File: src/rtl/alu_issue_pkg.sv
`default_nettype none
// =============================================================================
// alu_issue_pkg : state encoding, opcode constants and widths for alu_issue
// Revision      : 1.0
// =============================================================================
package alu_issue_pkg;

   localparam int DATA_W    = 8;
   localparam int REG_COUNT = 8;
   localparam int ADDR_W    = $clog2(REG_COUNT);
   localparam int OPC_W     = 4;

   typedef enum logic [1:0] {
      ST_IDLE = 2'd0,
      ST_EXEC = 2'd1,
      ST_WB   = 2'd2
   } state_t;

   localparam logic [OPC_W-1:0] OP_ADD = 4'h0;
   localparam logic [OPC_W-1:0] OP_SUB = 4'h1;

   function automatic logic is_cmp_op(input logic [OPC_W-1:0] op);
      return op[3:2] == 2'b11;
   endfunction

   function automatic logic is_ov_op(input logic [OPC_W-1:0] op);
      return (op == OP_ADD) || (op == OP_SUB);
   endfunction

endpackage
`default_nettype wire

File: src/rtl/alu_issue_if.sv
`default_nettype none
// =============================================================================
// alu_issue_if : decoded-instruction handshake into alu_issue
// Revision     : 1.0
// =============================================================================
interface alu_issue_if
   import alu_issue_pkg::*;
#(
   parameter int DW = DATA_W,
   parameter int AW = ADDR_W
) ();
   logic             IN_Valid;
   logic             IN_Ready;
   logic [OPC_W-1:0] IN_OPCode;
   logic [AW-1:0]    IN_Dst;
   logic [AW-1:0]    IN_SrcA;
   logic [AW-1:0]    IN_SrcB;
   logic             IN_UseImm;
   logic [DW-1:0]    IN_Imm;

   modport master (
      output IN_Valid, IN_OPCode, IN_Dst, IN_SrcA, IN_SrcB, IN_UseImm, IN_Imm,
      input  IN_Ready
   );

   modport slave (
      input  IN_Valid, IN_OPCode, IN_Dst, IN_SrcA, IN_SrcB, IN_UseImm, IN_Imm,
      output IN_Ready
   );
endinterface
`default_nettype wire

File: src/rtl/alu_regfile.sv
`default_nettype none
// =============================================================================
// alu_regfile : working registers, two operand read ports, one debug read port
// Revision    : 1.0
// =============================================================================
module alu_regfile #(
   parameter int REG_COUNT = 8,
   parameter int DATA_W    = 8,
   parameter int ADDR_W    = $clog2(REG_COUNT)
) (
   input  logic              CLK,
   input  logic              CPU_Reset,
   input  logic [ADDR_W-1:0] ra_addr,
   input  logic [ADDR_W-1:0] rb_addr,
   input  logic [ADDR_W-1:0] rd_addr,
   output logic [DATA_W-1:0] ra_data,
   output logic [DATA_W-1:0] rb_data,
   output logic [DATA_W-1:0] rd_data,
   input  logic              we,
   input  logic [ADDR_W-1:0] wr_addr,
   input  logic [DATA_W-1:0] wr_data
);
   logic [DATA_W-1:0] regs [REG_COUNT];

   always_ff @(posedge CLK or posedge CPU_Reset) begin
      if (CPU_Reset) begin
         for (int i = 0; i < REG_COUNT; i++) regs[i] <= '0;
      end else if (we) begin
         regs[wr_addr] <= wr_data;
      end
   end

   // Reads see the pre-edge contents, so a same-cycle write is not bypassed.
   assign ra_data = regs[ra_addr];
   assign rb_data = regs[rb_addr];
   assign rd_data = regs[rd_addr];
endmodule
`default_nettype wire

File: src/rtl/alu_issue.sv
`default_nettype none
// =============================================================================
// alu_issue : serialised IDLE/EXEC/WB issue stage driving an external ALU
// Revision  : 1.0
// =============================================================================
module alu_issue
   import alu_issue_pkg::*;
#(
   parameter int   REG_COUNT = 8,
   parameter int   DATA_W    = 8,
   localparam int  AW        = $clog2(REG_COUNT)
) (
   input  logic              CLK,
   input  logic              CPU_Reset,
   alu_issue_if.slave        in_if,
   output logic [OPC_W-1:0]  ALU_OPCode,
   output logic [DATA_W-1:0] ALU_A,
   output logic [DATA_W-1:0] ALU_B,
   output logic              COMPARATORREG_EN,
   output logic              OV_EN,
   input  logic [DATA_W-1:0] ALU_Resoult,
   input  logic              ALU_ComparatorResoult,
   input  logic              ALU_OV,
   output logic              CMP_Flag,
   output logic              DONE,
   input  logic [AW-1:0]     RD_Addr,
   output logic [DATA_W-1:0] RD_Data
);
   state_t            state;
   logic              ready_q;
   logic [OPC_W-1:0]  op_q;
   logic [AW-1:0]     dst_q;
   logic [DATA_W-1:0] a_q;
   logic [DATA_W-1:0] b_q;
   logic [DATA_W-1:0] ra_data;
   logic [DATA_W-1:0] rb_data;
   logic              wb_we;
   logic              ov_unused;

   // The overflow flag is consumed by downstream status logic, not by issue.
   assign ov_unused = ALU_OV;

   assign wb_we = (state == ST_WB) && !is_cmp_op(op_q);

   alu_regfile #(
      .REG_COUNT (REG_COUNT),
      .DATA_W    (DATA_W)
   ) u_regfile (
      .CLK       (CLK),
      .CPU_Reset (CPU_Reset),
      .ra_addr   (in_if.IN_SrcA),
      .rb_addr   (in_if.IN_SrcB),
      .rd_addr   (RD_Addr),
      .ra_data   (ra_data),
      .rb_data   (rb_data),
      .rd_data   (RD_Data),
      .we        (wb_we),
      .wr_addr   (dst_q),
      .wr_data   (ALU_Resoult)
   );

   always_ff @(posedge CLK or posedge CPU_Reset) begin
      if (CPU_Reset) begin
         state            <= ST_IDLE;
         ready_q          <= 1'b1;
         op_q             <= '0;
         dst_q            <= '0;
         a_q              <= '0;
         b_q              <= '0;
         OV_EN            <= 1'b0;
         COMPARATORREG_EN <= 1'b0;
         DONE             <= 1'b0;
         CMP_Flag         <= 1'b0;
      end else begin
         case (state)
            ST_IDLE: begin
               if (in_if.IN_Valid && ready_q) begin
                  op_q             <= in_if.IN_OPCode;
                  dst_q            <= in_if.IN_Dst;
                  a_q              <= ra_data;
                  b_q              <= in_if.IN_UseImm ? in_if.IN_Imm : rb_data;
                  OV_EN            <= is_ov_op(in_if.IN_OPCode);
                  COMPARATORREG_EN <= is_cmp_op(in_if.IN_OPCode);
                  ready_q          <= 1'b0;
                  state            <= ST_EXEC;
               end
            end
            ST_EXEC: begin
               OV_EN            <= 1'b0;
               COMPARATORREG_EN <= 1'b0;
               DONE             <= 1'b1;
               state            <= ST_WB;
            end
            ST_WB: begin
               // The ALU comparator register was loaded on the EXEC->WB edge.
               if (is_cmp_op(op_q)) CMP_Flag <= ALU_ComparatorResoult;
               DONE    <= 1'b0;
               ready_q <= 1'b1;
               state   <= ST_IDLE;
            end
            default: begin
               OV_EN            <= 1'b0;
               COMPARATORREG_EN <= 1'b0;
               DONE             <= 1'b0;
               ready_q          <= 1'b1;
               state            <= ST_IDLE;
            end
         endcase
      end
   end

   assign in_if.IN_Ready = ready_q;
   assign ALU_OPCode     = op_q;
   assign ALU_A          = a_q;
   assign ALU_B          = b_q;
endmodule
`default_nettype wire

File: src/flat_wrapper.sv
// flat-port wrapper written by rule: the top's interface ports become plain ports
module alu_issue_flat import alu_issue_pkg::*;
#(
   parameter int   REG_COUNT = 8,
   parameter int   DATA_W    = 8,
   localparam int  AW        = $clog2(REG_COUNT)
)
  (CLK, CPU_Reset, ALU_OPCode, ALU_A, ALU_B, COMPARATORREG_EN, OV_EN, ALU_Resoult, ALU_ComparatorResoult, ALU_OV, CMP_Flag, DONE, RD_Addr, RD_Data, in_if_IN_Valid, in_if_IN_OPCode, in_if_IN_Dst, in_if_IN_SrcA, in_if_IN_SrcB, in_if_IN_UseImm, in_if_IN_Imm, in_if_IN_Ready);
  alu_issue_if in_if_i ();
  input  logic CLK;
  input  logic CPU_Reset;
  output logic [OPC_W-1:0] ALU_OPCode;
  output logic [DATA_W-1:0] ALU_A;
  output logic [DATA_W-1:0] ALU_B;
  output logic COMPARATORREG_EN;
  output logic OV_EN;
  input  logic [DATA_W-1:0] ALU_Resoult;
  input  logic ALU_ComparatorResoult;
  input  logic ALU_OV;
  output logic CMP_Flag;
  output logic DONE;
  input  logic [AW-1:0] RD_Addr;
  output logic [DATA_W-1:0] RD_Data;
  input wire logic [$bits(in_if_i.IN_Valid)-1:0] in_if_IN_Valid;
  input wire logic [$bits(in_if_i.IN_OPCode)-1:0] in_if_IN_OPCode;
  input wire logic [$bits(in_if_i.IN_Dst)-1:0] in_if_IN_Dst;
  input wire logic [$bits(in_if_i.IN_SrcA)-1:0] in_if_IN_SrcA;
  input wire logic [$bits(in_if_i.IN_SrcB)-1:0] in_if_IN_SrcB;
  input wire logic [$bits(in_if_i.IN_UseImm)-1:0] in_if_IN_UseImm;
  input wire logic [$bits(in_if_i.IN_Imm)-1:0] in_if_IN_Imm;
  output wire logic [$bits(in_if_i.IN_Ready)-1:0] in_if_IN_Ready;
  assign in_if_i.IN_Valid = in_if_IN_Valid;
  assign in_if_i.IN_OPCode = in_if_IN_OPCode;
  assign in_if_i.IN_Dst = in_if_IN_Dst;
  assign in_if_i.IN_SrcA = in_if_IN_SrcA;
  assign in_if_i.IN_SrcB = in_if_IN_SrcB;
  assign in_if_i.IN_UseImm = in_if_IN_UseImm;
  assign in_if_i.IN_Imm = in_if_IN_Imm;
  assign in_if_IN_Ready = in_if_i.IN_Ready;
  alu_issue #(.REG_COUNT(REG_COUNT), .DATA_W(DATA_W)) u_core (.CLK(CLK), .CPU_Reset(CPU_Reset), .in_if(in_if_i), .ALU_OPCode(ALU_OPCode), .ALU_A(ALU_A), .ALU_B(ALU_B), .COMPARATORREG_EN(COMPARATORREG_EN), .OV_EN(OV_EN), .ALU_Resoult(ALU_Resoult), .ALU_ComparatorResoult(ALU_ComparatorResoult), .ALU_OV(ALU_OV), .CMP_Flag(CMP_Flag), .DONE(DONE), .RD_Addr(RD_Addr), .RD_Data(RD_Data));
endmodule
File: config.mk
export PLATFORM = sky130hd
export DESIGN_NAME = alu_issue_flat
export DESIGN_NICKNAME = d
export VERILOG_FILES = /design/src/rtl/alu_issue_pkg.sv /design/src/rtl/alu_issue_if.sv /design/src/rtl/alu_regfile.sv /design/src/rtl/alu_issue.sv /design/src/flat_wrapper.sv
export SDC_FILE = /design/constraint.sdc
export NUM_CORES = 1
export LEC_CHECK = 0
export CAP_MARGIN = 5
export CORE_MARGIN = 2
export CORE_UTILIZATION = 50
export DETAILED_ROUTE_END_ITERATION = 7
export DONT_BUFFER_PORTS = 1
export SLEW_MARGIN = 20
export SYNTH_ARGS = -nofsm -noshare
export SYNTH_HDL_FRONTEND = slang
export SYNTH_SLANG_ARGS = --single-unit
File: constraint.sdc
create_clock -name CLK -period 3.4 [get_ports CLK]
set_clock_uncertainty 0.1 [all_clocks]
set_input_delay 0.17 -clock CLK [delete_from_list [all_inputs] [get_ports CLK]]
set_output_delay 0.17 -clock CLK [all_outputs]
set_load 0.05 [all_outputs]
==> flow_summary.ini <==
[critical_path]
crit_path_top_delay_cell = sky130_fd_sc_hd__dfstp_2
worstReg2RegEnd = u_core.ALU_B[7]
worst-r2r-setup-slack_ns = 0.75
timing.critical_path.from_type = flop
worst-path-stages = 5
cp-end-kind = flop
cp.arrival_ns = 2.86
worst_r2r_path_depth = 5
cp-endpoint = u_core.ALU_B[7]
worst_path_largest_cell_delay_ns = 0.73
critical-path-top-delay-family = buffers and inverters
critical_path_required_ns = 3.61
timing.critical_path.cells = nor4bb_4, buf_4, nand2b_1, o21ai_0, dlygate4sd3_1
worst-path-max-fanout = 25
regToRegStartpoint = u_core.in_if.IN_Ready
worstPathBufferInverterCount = 2
critPathLaunch = u_core.in_if.IN_Ready
critical_path_class = reg2reg

[global_route]
grt_pass1_wl_mm = 18.91
grt_overflow = 0
grt_start_max_net_pins = 73
track_usage_pct = 22.86
vias_in_the_first_global_route = 3251
antenna_violations_before_repair = 0

[yosys]
synth_top_cell_by_area = sky130_fd_sc_hd__dfrtp_1
yosys_register_bits = 94
post-synth-top-count-cell = sky130_fd_sc_hd__dfrtp_1
synthesis.yosys.warnings = 0
synth_common_cells = sky130_fd_sc_hd__dfrtp_1 (93), sky130_fd_sc_hd__mux2_2 (77), sky130_fd_sc_hd__mux4_2 (48)
synth_area_leaders = sky130_fd_sc_hd__dfrtp_1 (46%), sky130_fd_sc_hd__mux4_2 (21%), sky130_fd_sc_hd__mux2_2 (17%)
synthCells = 334
synth.yosys.seq_area_share_pct = 46.22
number_of_distinct_standard_cells_referenced_by_the_synthesized_netlist = 23
count_of_flip_flops_with_a_built_in_enable_after_synthesis = 0
synth_top_area_share_pct = 45.70
synthFlopType = sky130_fd_sc_hd__dfrtp_1
synth_area_um2 = 5092
asyncSetResetFlopFracSynth_pct = 100.0
post_synth.cell_area_avg_um2 = 15.25
postSynthNetCount = 372

[floorplan]
core_area_um2 = 9819
chipHeight_um = 104.9
start_util_pct = 51.86
fp.dieArea_um2 = 11010
number_of_placed_i_o_pins = 71
site_rows = 36
dieWidth_um = 104.9

[sta]
setup_repair_after_global_routing_missed_its_margin = no
clock.fmax_ghz = 0.3770
setup_violations = 0
post-route-period-util_pct = 78.03
period_needed_ns = 2.653
final-max-slew-violation-count = 0
timing.hold.ws_ns = 0.01393
timing.setup.tns_ns = 0
final-hold-violation-count = 0
remaining_max_slew_budget_at_the_tightest_pin_pct = 38.96
worst_slew_pin_slew_ns = 0.9156

[route]
firstDrtPassIters = 4
detail_route.drc_violations = 0
totalWireLength_mm = 11.81
detail_route.vias_per_cell = 6.174
antenna_left = 0
wl_per_cell_um = 23.91
drt-initial-drc-count = 179
vias = 3050

[final_layout]
area_growth_syn_to_layout_pct = 12.38
finalNonFillerCells = 494
filler_cell_count = 805
antennaDiodeCount = 0
nNetsFinal = 394
final_util_pct = 58.28
drive_above_1_share_pct = 42.38

[cts]
cts_buffers = 9
ctsHtreeMaxLevel = 3
post_cts_buffers = 0
cts_hold_buf = 29
worst_setup_hold_path_clk_slew_ns = 0.09
post_cts_resize_count = 0
clock_latency_ns = 0.38
clock_tree.buffer_depth = 2
cts_root_buffer = sky130_fd_sc_hd__clkbuf_8
tritoncts = built
cts_sinks = 94

[worst_hold_path]
hold_class = in2reg

[placement]
dp.final_hpwl_mm = 7.272
placed_cells_incl_taps = 449
gpl.final_weighted_congestion = 0.7695
io_buffer_count = 0

[power]
power_density_normalized_to_cell_area_nw_per_um2 = 916.6
p_leak_nw = 2.326
ir_drop_v = 0.0003884

[job]
drv_cap = 0

[outcome]
outcome = complete, no violations
[logic make-up after synthesis]
kind of cell	after synthesis	share of synthesized area, %
buf+inv	24	2.113
flops	94	46.22
mux	152	43.61
compound gates	18	1.769
simple gates	46	6.290
[sequential cells by signal, indices dropped and copies added, names as in the netlist]
signal and cells:
u_core.ALU_A 8, u_core.ALU_B 8, u_core.ALU_OPCode 4, u_core.CMP_Flag 1, u_core.COMPARATORREG_EN 1, u_core.DONE 1
u_core.OV_EN 1, u_core.dst_q 3, u_core.in_if.IN_Ready 1, u_core.state 2, u_core.u_regfile.regs 64
[worst min-delay path by stage]
stage                                      endpoint  slack [ns]  cells past startpoint             startpoint
final                               u_core.ALU_B[3]        0.01                      2       in_if_IN_SrcB[1]
after global routing                u_core.ALU_B[3]        0.03                      2       in_if_IN_SrcB[1]
after CTS                           u_core.ALU_B[3]        0.01                      2       in_if_IN_SrcB[1]
after detailed placement  u_core.u_regfile.regs[11]        0.21                      1              CPU_Reset
after global placement     u_core.u_regfile.regs[3]        0.20                      1              CPU_Reset
after floorplan                     u_core.CMP_Flag        0.20                      2  ALU_ComparatorResoult
[stage by stage]
step	area (µm²)	setup slack (ns)	total power [W]
5_1_grt	5723	0.6509	0.005538
4_1_cts	5723	0.7685	0.005268
2_1_floorplan	5092	0.6830	0.004053
3_3_place_gp	5210	1.035	0.004335
3_5_place_dp	5210	1.005	0.004385
6_report	5723	0.7471	0.005246
[report_power, final]
part / switching [W] / leakage, nW / total (W) / internal (W)
clock: 0.000407 / 0.108 / 0.000839 / 0.000432
combinational: 0.000714 / 1.07 / 0.00174 / 0.00102
sequential: 0.00101 / 1.15 / 0.00267 / 0.00165
[routing by layer]
| metal | vias to the layer above | global-route usage [%] | part of all wire [%] |
|---|---|---|---|
| met1 | 1593 | 31.40 | 44 |
| met5 | - | 0 | 0 |
| li1 | 1337 | - | - |
| met3 | 14 | 6.051 | 7.6 |
| met2 | 106 | 35.25 | 47 |
| met4 | 0 | 8.286 | 1.7 |
[area by class of cell]
cell class	instances	area, µm²	share of cell area [%]
inverter	1	6.256	0.1093
timing repair buffer	34	327.8	5.728
sequential	94	2354	41.12
clock buffer	10	137.6	2.405
clock inverter	6	85.08	1.487
tap	133	166.4	2.908
multi-input combinational	216	2646	46.24
[layout by cell type, fill, tap and decap left out, types with 2 or more instances in the layout]
cell,netlist,layout
sky130_fd_sc_hd__dfrtp_1,93,93
sky130_fd_sc_hd__nor2b_1,4,4
sky130_fd_sc_hd__and2_1,11,11
sky130_fd_sc_hd__clkinv_2,0,2
sky130_fd_sc_hd__nor4b_4,4,4
sky130_fd_sc_hd__mux4_2,48,48
sky130_fd_sc_hd__dlygate4sd3_1,0,29
sky130_fd_sc_hd__mux2_2,77,77
sky130_fd_sc_hd__a21oi_1,9,9
sky130_fd_sc_hd__nor2_1,14,14
sky130_fd_sc_hd__clkinvlp_4,0,2
sky130_fd_sc_hd__o21ai_0,9,9
sky130_fd_sc_hd__mux2i_1,25,25
sky130_fd_sc_hd__clkbuf_8,0,10
sky130_fd_sc_hd__nand2b_1,2,2
sky130_fd_sc_hd__bufinv_16,0,2
sky130_fd_sc_hd__buf_4,0,5
sky130_fd_sc_hd__nand2_1,3,3
sky130_fd_sc_hd__nand4_1,4,4
sky130_fd_sc_hd__mux2_1,2,2
[worst reg2reg max path, stage by stage, from the launching register on]
cell,delay (ns)
sky130_fd_sc_hd__dfstp_2,0.73
sky130_fd_sc_hd__nor4bb_4,0.37
sky130_fd_sc_hd__buf_4,0.37
sky130_fd_sc_hd__nand2b_1,0.26
sky130_fd_sc_hd__o21ai_0,0.21
sky130_fd_sc_hd__dlygate4sd3_1,0.56
Power figures use the tool's default switching activity.
